--- config.mk ---
export PLATFORM = sky130hd
export DESIGN_NAME = program_loader
export DESIGN_NICKNAME = d
export VERILOG_FILES = /design/src/rtl/program_loader.sv
export SDC_FILE = /design/constraint.sdc
export NUM_CORES = 1
export LEC_CHECK = 0
export CAP_MARGIN = 40
export CORE_ASPECT_RATIO = 0.6
export CORE_MARGIN = 2
export CORE_UTILIZATION = 53
export DETAILED_ROUTE_END_ITERATION = 8
export DONT_BUFFER_PORTS = 1
export GPL_TIMING_DRIVEN = 0
export PLACE_DENSITY = 0.68
export SYNTH_ARGS = -nofsm -noshare
export SYNTH_HDL_FRONTEND = slang
export SYNTH_SLANG_ARGS = --single-unit
--- constraint.sdc ---
create_clock -name clk -period 3.2 [get_ports clk]
set_input_delay 0.96 -clock clk [delete_from_list [all_inputs] [get_ports clk]]
set_output_delay 0.96 -clock clk [all_outputs]
set_load 0.02 [all_outputs]
--- src/rtl/program_loader.sv ---
// program_loader - boot loader: streams LEN/data/CSUM frame into memory, then releases the CPU
module program_loader #(
    parameter int ADDR_W = 5,
    parameter int DATA_W = 8,
    parameter int DEPTH  = 32
) (
    input  logic              clk,
    input  logic              rst,
    input  logic              start,
    input  logic              in_valid,
    input  logic [DATA_W-1:0] in_data,
    output logic              in_ready,
    output logic              mem_we,
    output logic [ADDR_W-1:0] mem_addr,
    output logic [DATA_W-1:0] mem_wdata,
    output logic              cpu_run,
    output logic              load_done,
    output logic              load_err
);

    localparam int CNT_W = $clog2(DEPTH + 1);
    localparam logic [DATA_W-1:0] DEPTH_D = DATA_W'(DEPTH);

    typedef enum logic [2:0] {
        S_IDLE,
        S_LEN,
        S_DATA,
        S_CSUM,
        S_DONE,
        S_ERR
    } state_t;

    state_t              state;
    state_t              state_n;
    logic [CNT_W-1:0]    len;
    logic [CNT_W-1:0]    cnt;
    logic [DATA_W-1:0]   sum;
    logic [DATA_W-1:0]   sum_next;
    logic                accept;
    logic                last_data;

    // start pre-empts any byte offered in the same cycle, so it is never consumed
    assign accept    = in_valid && in_ready && !start;
    assign sum_next  = sum + in_data;
    assign last_data = (cnt + CNT_W'(1)) == len;

    always_comb begin
        state_n  = state;
        in_ready = (state == S_LEN) || (state == S_DATA) || (state == S_CSUM);
        if (start) begin
            state_n = S_LEN;
        end else begin
            case (state)
                S_LEN: begin
                    if (accept) begin
                        if (in_data == '0 || in_data > DEPTH_D)
                            state_n = S_ERR;
                        else
                            state_n = S_DATA;
                    end
                end
                S_DATA: begin
                    if (accept && last_data)
                        state_n = S_CSUM;
                end
                S_CSUM: begin
                    if (accept)
                        state_n = (sum_next == '0) ? S_DONE : S_ERR;
                end
                default: state_n = state;
            endcase
        end
    end

    always_ff @(posedge clk or negedge rst) begin
        if (!rst) begin
            state     <= S_IDLE;
            len       <= '0;
            cnt       <= '0;
            sum       <= '0;
            mem_we    <= 1'b0;
            mem_addr  <= '0;
            mem_wdata <= '0;
            cpu_run   <= 1'b0;
            load_done <= 1'b0;
            load_err  <= 1'b0;
        end else begin
            state     <= state_n;
            mem_we    <= 1'b0;
            // status flags track the state being entered so they line up with it
            cpu_run   <= (state_n == S_DONE);
            load_done <= (state_n == S_DONE) && (state != S_DONE);
            load_err  <= (state_n == S_ERR);
            if (start) begin
                len <= '0;
                cnt <= '0;
                sum <= '0;
            end else if (accept) begin
                case (state)
                    S_LEN: begin
                        len <= CNT_W'(in_data);
                        cnt <= '0;
                        sum <= in_data;
                    end
                    S_DATA: begin
                        mem_we    <= 1'b1;
                        mem_addr  <= cnt[ADDR_W-1:0];
                        mem_wdata <= in_data;
                        cnt       <= cnt + CNT_W'(1);
                        sum       <= sum_next;
                    end
                    default: begin
                    end
                endcase
            end
        end
    end

endmodule

==> reports/results.tsv, run 1 <==
metric	value	unit
share of layout cells above drive strength 1	0.138	
synthesis-to-finish area growth	7.46	%
Setup crit end kind	register	
nets	260	
EDFF count, synth	0	
Mapped Nets	253	
core area	4140	sq um
Avg WL per Cell	16.6	um
RSZ-0062 raised after global routing	no	
Max Fanout on Critical Path	5	
Hold-fix buffers, CTS	0	
Netlist cell types	49	
Worst-path clk slew	0.08	ns
worst setup path start	in_data[0]	
Max VDD drop	0.261	mV
Core Rows	18	
Synth Cell Area	2300	sq um
Setup CP Type	primary input to register	
number of global-route vias before repair	1708	
Via Count	1728	
initial core utilization	0.554	
num ports	30	
final setup vio count	0	
post_cts resized	0	
Least-Margin Pin Slew	0.615	ns
yosys warns	0	
DRC	0	
leak pwr	0.00114	uW
Total Routing Usage GR	0.232	
MaxCap Viol Count	0	
DR vias/cell	5.78	
port bufs	0	
fin. max-slew vios	0	
Seq cells post-synth	40	
Worst Clk Skew	0.00535	ns
Main synth FF type	dfrtp_1	
number of DRC markers in iteration 0	131	
cell accounting for the most synthesized area	dfrtp_1	
Post-CTS Setup Bufs	0	
Hold WS	0.356	ns
clk buf depth	2	
gpl congestion	0.884	
Synth async-reset ratio	1.00	
most common cell after layout, fill and taps aside	dfrtp_1	
first-pass iteration count of the detailed router	4	
CP Data Required Time	3.43	ns
DIE AREA	4890	sq um
area of the multi-input gates	1240	sq um
worst-skew pair later-pin latency	0.29	ns
total CTS buffers	5	
FMAX	379	MHz
Worst slew margin	0.590	
Final Hold Viols	0	
antenna-violating nets left	0	
Pwr Density	431	nW/um^2
Mean Syn Cell Area	9.90	sq um
Worst Setup Start Kind	primary input	
crit path DAT	2.87	ns
Reg area	1000	sq um
initial antenna violation count	0	
R2R Path Start	sum[0]$_DFFE_PN0P_	
ranking of synthesized cells by area	dfrtp_1 (44%), mux2_2 (6.4%), o21ai_0 (5.7%)	
commonest cells after routing, fill and taps aside	dfrtp_1 (40), nand2_1 (27), o21ai_0 (26)	
CTS tree	built	
Routed WL	4.96	mm
Die Y	55.0	um
Synth Instances	232	
Sum Neg Setup Slack	0	ns
outcome	completed	
first-pass GRT wire length	8.49	mm
Final min period	2.64	ns
largest net degree at the start of global routing	41	
total grt overflow	0	
Yosys top cell area share	0.436	
die width	89.0	um
clk root buf	clkbuf_8	
clock sink count	40	
fin crit share	0.825	
antenna diode count	0	
Hold Crit Class	primary input to async pin	
Seq/Total Area, Yosys	0.436	
Fill cells	367	
Post-DP HPWL	3.59	mm
htree depth	2	
[critical path, cell delays in order]
cell and delay (ns):
ha_1 0.21, fa_1 0.43, a21o_1 0.18, a211oi_1 0.30
nor2_1 0.07, nor3_1 0.23, and4b_1 0.33, and3b_1 0.18
[routing by layer]
metal,track usage,share of wire,up-vias
met5,0,0,-
met2,0.327,0.40,49
li1,-,-,842
met4,0.0498,0.0042,0
met3,0.0653,0.076,4
met1,0.353,0.51,833
[where the power goes]
| group | total, uW | internal [uW] | switching [uW] |
|---|---|---|---|
| clock | 365 | 192 | 173 |
| combinational | 156 | 62.8 | 93.0 |
| sequential | 542 | 524 | 18.1 |
[final timing paths]
check                      depth (start not counted)  slack, ns                  end
max                                                8       0.56  load_done$_DFF_PN0_
min                                                0       0.36   sum[4]$_DFFE_PN0P_
max reg2reg                                        8       0.85  load_done$_DFF_PN0_
min reg2reg                                        2       0.49   sum[3]$_DFFE_PN0P_
max in group asynchronous                          0       2.75   load_err$_DFF_PN0_
min in group clk                                   2       0.49   sum[3]$_DFFE_PN0P_
[per-stage QoR]
| stage | instance area [sq um] | utilization | power (uW) | setup slack (ns) | cells |
|---|---|---|---|---|---|
| floorplan | 2300 | - | 674 | 0.478 | 232 |
| global placement | 2370 | 0.572 | 703 | 0.279 | 292 |
| detailed placement | 2370 | 0.572 | 706 | 0.272 | 292 |
| CTS | 2470 | 0.596 | 1070 | 0.576 | 299 |
| global route | 2470 | 0.596 | 1120 | 0.385 | 299 |
| finish | 2470 | 0.596 | 1060 | 0.559 | 299 |
[area by class of cell]
cell class | count | share of cell area
well taps | 60 | 0.0304
inverters | 3 | 0.00456
flip-flops and latches | 40 | 0.405
clock buffers | 7 | 0.0390
plain buffers | 10 | 0.0162
multi-input cells | 179 | 0.504
[synth_stat cells (3+ instances only)]
cell type	count
dfrtp_1	40
nand3_1	5
nor2_1	15
a21oi_1	13
mux2_2	13
ha_1	8
mux2i_1	5
nand2b_1	3
xnor2_1	8
nor3_1	7
inv_1	3
clkbuf_1	7
nand2_1	27
xor2_1	7
o21ai_0	26
[registers in the layout, indices dropped and copies added, names as in the netlist, 3 cells and up]
register   count
cnt            6
sum            8
state          3
mem_wdata      8
mem_addr       5
len            6
[kinds of logic (layout without fill, tap and decap cells)]
family          Yosys count  after routing  synth area share
compound gates           58             58             0.162
xor+xnor                 15             15            0.0572
fa+ha+maj                 9              9            0.0523
buf+inv                  13             20            0.0223
flops                    40             40             0.436
mux                      18             18            0.0855
simple gates             79             79             0.185
Note: power is estimated with default switching activity, not from simulation.
==> run 2, diff against run 1 <==
==> constraint.sdc (replaced) <==
create_clock -name clk -period 2.5 [get_ports clk]
set_input_delay 0.75 -clock clk [delete_from_list [all_inputs] [get_ports clk]]
set_output_delay 0.75 -clock clk [all_outputs]
set_load 0.02 [all_outputs]
==> reports/results.tsv, run 2 (synthesized netlist as in run 1, its figures left out) <==
metric	value	unit
outcome	completed	
crit path cell chain	ha_1 -> fa_1 -> a21o_1 -> a211oi_2 -> nor2_1 -> nor3_1 -> and4b_1 -> o21ai_0	
Final Hold Viols	0	
Max Fanout on Critical Path	5	
nets	260	
Reg area	1000	sq um
most common cell after layout, fill and taps aside	dfrtp_1	
post_cts resized	0	
CP max stage cell	fa_1	
port bufs	0	
Least-Margin Pin Slew	0.619	ns
total grt overflow	0	
Fill cells	380	
Worst slew margin	0.587	
initial antenna violation count	0	
number of global-route vias before repair	1542	
final setup vio count	0	
leak pwr	0.00114	uW
Routed WL	5.02	mm
Core Rows	18	
die width	89.0	um
Total Routing Usage GR	0.224	
antenna-violating nets left	0	
Total Power	1360	uW
non-filler cells, final	300	
Largest regs	mem_wdata (8), sum (8)	
Final min period	2.41	ns
FMAX	415	MHz
largest net degree at the start of global routing	41	
worst-skew pair later-pin latency	0.30	ns
share of layout cells above drive strength 1	0.150	
clk buf depth	2	
fin. max-slew vios	0	
DRC	0	
first-pass GRT wire length	7.95	mm
Worst Setup Start Kind	primary input	
crit path DAT	2.57	ns
antenna diode count	0	
clock sink count	40	
worst setup path start	in_data[0]	
Setup crit end kind	register	
Pwr Density	548	nW/um^2
Worst R2R End	state[0]$_DFF_PN0_	
core area	4140	sq um
CP Data Required Time	2.66	ns
critical path buffer and inverter count	0	
Crit path max-delay family	adder cells	
clk root buf	clkbuf_8	
number of DRC markers in iteration 0	145	
Post-CTS Setup Bufs	0	
gpl congestion	0.840	
crit path capture	state[0]$_DFF_PN0_	
DR vias/cell	5.85	
Post-DP HPWL	3.61	mm
placed insts	292	
Avg WL per Cell	16.7	um
r2r setup slk	0.13	ns
num ports	30	
DIE AREA	4890	sq um
CTS tree	built	
Die Y	55.0	um
total CTS buffers	5	
worst reg-to-reg path cell count	8	
initial core utilization	0.554	
R2R Path Start	sum[0]$_DFFE_PN0P_	
htree depth	2	
Crit path largest cell delay	0.44	ns
commonest cells after routing, fill and taps aside	dfrtp_1 (40), nand2_1 (27), o21ai_0 (26)	
synthesis-to-finish area growth	7.73	%
Via Count	1756	
MaxCap Viol Count	0	
first-pass iteration count of the detailed router	4	
Hold WS	0.134	ns
Hold-fix buffers, CTS	0	
Max VDD drop	0.389	mV
fin crit share	0.964	
Worst Clk Skew	0.0112	ns
WP depth	8	
Setup CP Type	primary input to register	
area of the multi-input gates	1250	sq um
Worst-path clk slew	0.09	ns
RSZ-0062 raised after global routing	no	
fin util	0.597	
Hold Crit Class	primary input to async pin	
==> run 2: cell types whose count changed in the layout (fill, tap and decap cells not counted) <==
| cell | before | now |
|---|---|---|
| clkbuf_8 | 7 | 6 |
| clkinv_2 | 0 | 2 |
| a211oi_1 | 2 | 0 |
| a211oi_2 | 1 | 3 |
==> run 2: final cells by class <==
type,instances,area share
Buffer,10,0.0162
Sequential cell,40,0.404
Multi-Input combinational cell,179,0.507
Tap cell,60,0.0303
Clock inverter,2,0.00404
Inverter,3,0.00455
Clock buffer,6,0.0334
==> run 2: how the worst min path moves through the flow <==
stage	startpoint	end	slack (ns)	depth (start not counted)
final	rst	cnt[2]$_DFFE_PN0P_	0.13	0
after global routing	rst	sum[5]$_DFFE_PN0P_	0.11	0
after CTS	rst	sum[5]$_DFFE_PN0P_	0.13	0
after detailed placement	rst	load_done$_DFF_PN0_	0.46	0
after global placement	rst	load_done$_DFF_PN0_	0.46	0
after floorplan	rst	cnt[0]$_DFFE_PN0P_	0.45	0
==> run 2: power by group <==
group / internal (uW) / total [uW] / switching [uW]
Clock: 221 / 458 / 238
Combinational: 82.3 / 204 / 121
Sequential: 671 / 695 / 23.5
Total: 974 / 1360 / 383
==> run 2: layer usage <==
metal | GRT usage | vias up | wire (um)
met5 | 0 | - | 0
met4 | 0.0522 | 0 | 41
met3 | 0.0786 | 5 | 404
met2 | 0.292 | 56 | 1890
met1 | 0.347 | 848 | 2690
li1 | - | 847 | -
==> run 2: metrics by stage <==
step,setup WS (ns),TNS [ns],instance area [sq um]
floorplan,0.0100,0,2300
global placement,-0.194,-0.704,2380
detailed placement,-0.248,-0.929,2380
CTS,0.0439,0,2470
global route,0.0241,0,2470
finish,0.0901,0,2470
==> run 3, diff against run 2 <==
--- a/config.mk
+++ b/config.mk
@@ -7,7 +7,6 @@
 export LEC_CHECK = 0
 export CAP_MARGIN = 40
 export CORE_ASPECT_RATIO = 0.6
-export CORE_MARGIN = 2
 export CORE_UTILIZATION = 53
 export DETAILED_ROUTE_END_ITERATION = 8
 export DONT_BUFFER_PORTS = 1
==> reports/results.tsv, run 3 (synthesized netlist as in run 1, its figures left out) <==
metric	value	unit
total grt overflow	0	
clk root buf	clkbuf_8	
Worst slew margin	0.606	
Fill cells	376	
worst reg-to-reg path cell count	8	
largest net degree at the start of global routing	41	
port bufs	0	
total CTS buffers	5	
design area	2480	sq um
critical path buffer and inverter count	0	
RSZ-0062 raised after global routing	no	
htree depth	2	
Post-DP HPWL	3.60	mm
synthesis-to-finish area growth	7.90	%
Worst R2R End	state[0]$_DFF_PN0_	
Max VDD drop	0.307	mV
r2r setup slk	0.22	ns
Setup crit end kind	register	
Crit path largest cell delay	0.39	ns
num ports	30	
Largest regs	mem_wdata (8), sum (8)	
Final min period	2.36	ns
Hold Crit Class	primary input to async pin	
Pwr Density	541	nW/um^2
leak pwr	0.00114	uW
CP max stage cell	fa_2	
nets	260	
outcome	completed	
MaxCap Viol Count	0	
Total Routing Usage GR	0.238	
clk buf depth	2	
Hold WS	0.147	ns
antenna-violating nets left	0	
commonest cells after routing, fill and taps aside	dfrtp_1 (40), nand2_1 (27), o21ai_0 (26)	
crit path cell chain	ha_1 -> fa_2 -> a21o_1 -> a211oi_2 -> nor2_1 -> nor3_1 -> and4b_2 -> o21ai_0	
DRC	0	
fin. max-slew vios	0	
most common cell after layout, fill and taps aside	dfrtp_1	
Avg WL per Cell	16.5	um
Crit path max-delay family	simple AND/OR/NAND/NOR gates	
Max Fanout on Critical Path	5	
worst-skew pair later-pin latency	0.29	ns
FMAX	424	MHz
Final Hold Viols	0	
Total Power	1340	uW
crit path DAT	2.51	ns
initial antenna violation count	0	
Worst Setup Start Kind	primary input	
placed cell areas	2380	sq um
Worst-path clk slew	0.08	ns
number of global-route vias before repair	1622	
clock sink count	40	
Worst Clk Skew	0.00413	ns
antenna diode count	0	
final setup vio count	0	
Post-CTS Setup Bufs	0	
Die Y	53.0	um
first-pass iteration count of the detailed router	4	
Via Count	1733	
DIE AREA	4610	sq um
Core Rows	18	
first-pass GRT wire length	8.07	mm
die width	87.0	um
CTS tree	built	
Hold-fix buffers, CTS	0	
post_cts resized	0	
share of layout cells above drive strength 1	0.158	
CP Data Required Time	2.66	ns
core area	4120	sq um
gpl congestion	0.787	
DR vias/cell	5.78	
number of DRC markers in iteration 0	108	
Least-Margin Pin Slew	0.590	ns
initial core utilization	0.557	
R2R Path Start	sum[0]$_DFFE_PN0P_	
final worst slack	0.144	ns
Routed WL	4.94	mm
fin crit share	0.942	
Setup CP Type	primary input to register	
worst slack at placement	-0.259	ns
==> run 3: cell counts in the layout (fill, tap and decap cells not counted) <==
Identical to the previous run, type by type.
==> run 3: metal layers <==
metal | vias up | routed length [um] | part of all wire | GRT usage
met3 | 2 | 230 | 0.047 | 0.0624
met4 | 0 | 12 | 0.0024 | 0.0472
li1 | 844 | - | - | -
met5 | - | 0 | 0 | 0
met2 | 36 | 1970 | 0.40 | 0.333
met1 | 851 | 2730 | 0.55 | 0.363
==> run 3: power by group <==
| part | internal [uW] | switching, uW |
|---|---|---|
| logic | 82.8 | 123 |
| clock network | 220 | 220 |
| registers | 671 | 23.5 |
==> run 3: worst register-to-register path, stage by stage, from the launching register on <==
cell	delay, ns
dfrtp_1	0.38
ha_1	0.23
fa_2	0.39
a21o_1	0.18
a211oi_2	0.26
nor2_1	0.07
nor3_1	0.24
and4b_2	0.32
o21ai_0	0.09
==> run 3: worst max path at each step <==
stage | end | startpoint | cells past startpoint
3_5_place_dp | load_done$_DFF_PN0_ | in_data[0] | 8
6_report | state[0]$_DFF_PN0_ | in_data[0] | 8
4_1_cts | load_done$_DFF_PN0_ | in_data[0] | 8
5_1_grt | state[0]$_DFF_PN0_ | in_data[0] | 8
3_3_place_gp | load_done$_DFF_PN0_ | in_data[0] | 8
2_1_floorplan | cpu_run$_DFF_PN0_ | in_data[0] | 8
==> run 3: metrics by stage <==
step / std cells / util / setup TNS [ns]
after floorplan: 232 / - / 0
after global placement: 292 / 0.577 / -0.645
after detailed placement: 292 / 0.577 / -0.977
after CTS: 300 / 0.599 / 0
after global routing: 300 / 0.601 / 0
final: 300 / 0.601 / 0
==> run 3: final cells by class <==
| class | count | area (sq um) | area share |
|---|---|---|---|
| Clock inverter | 2 | 10.0 | 0.00404 |
| Multi-Input combinational cell | 179 | 1260 | 0.508 |
| Sequential cell | 40 | 1000 | 0.404 |
| Buffer | 10 | 40.0 | 0.0162 |
| Clock buffer | 6 | 82.6 | 0.0333 |
| Tap cell | 60 | 75.1 | 0.0303 |
| Inverter | 3 | 11.3 | 0.00454 |
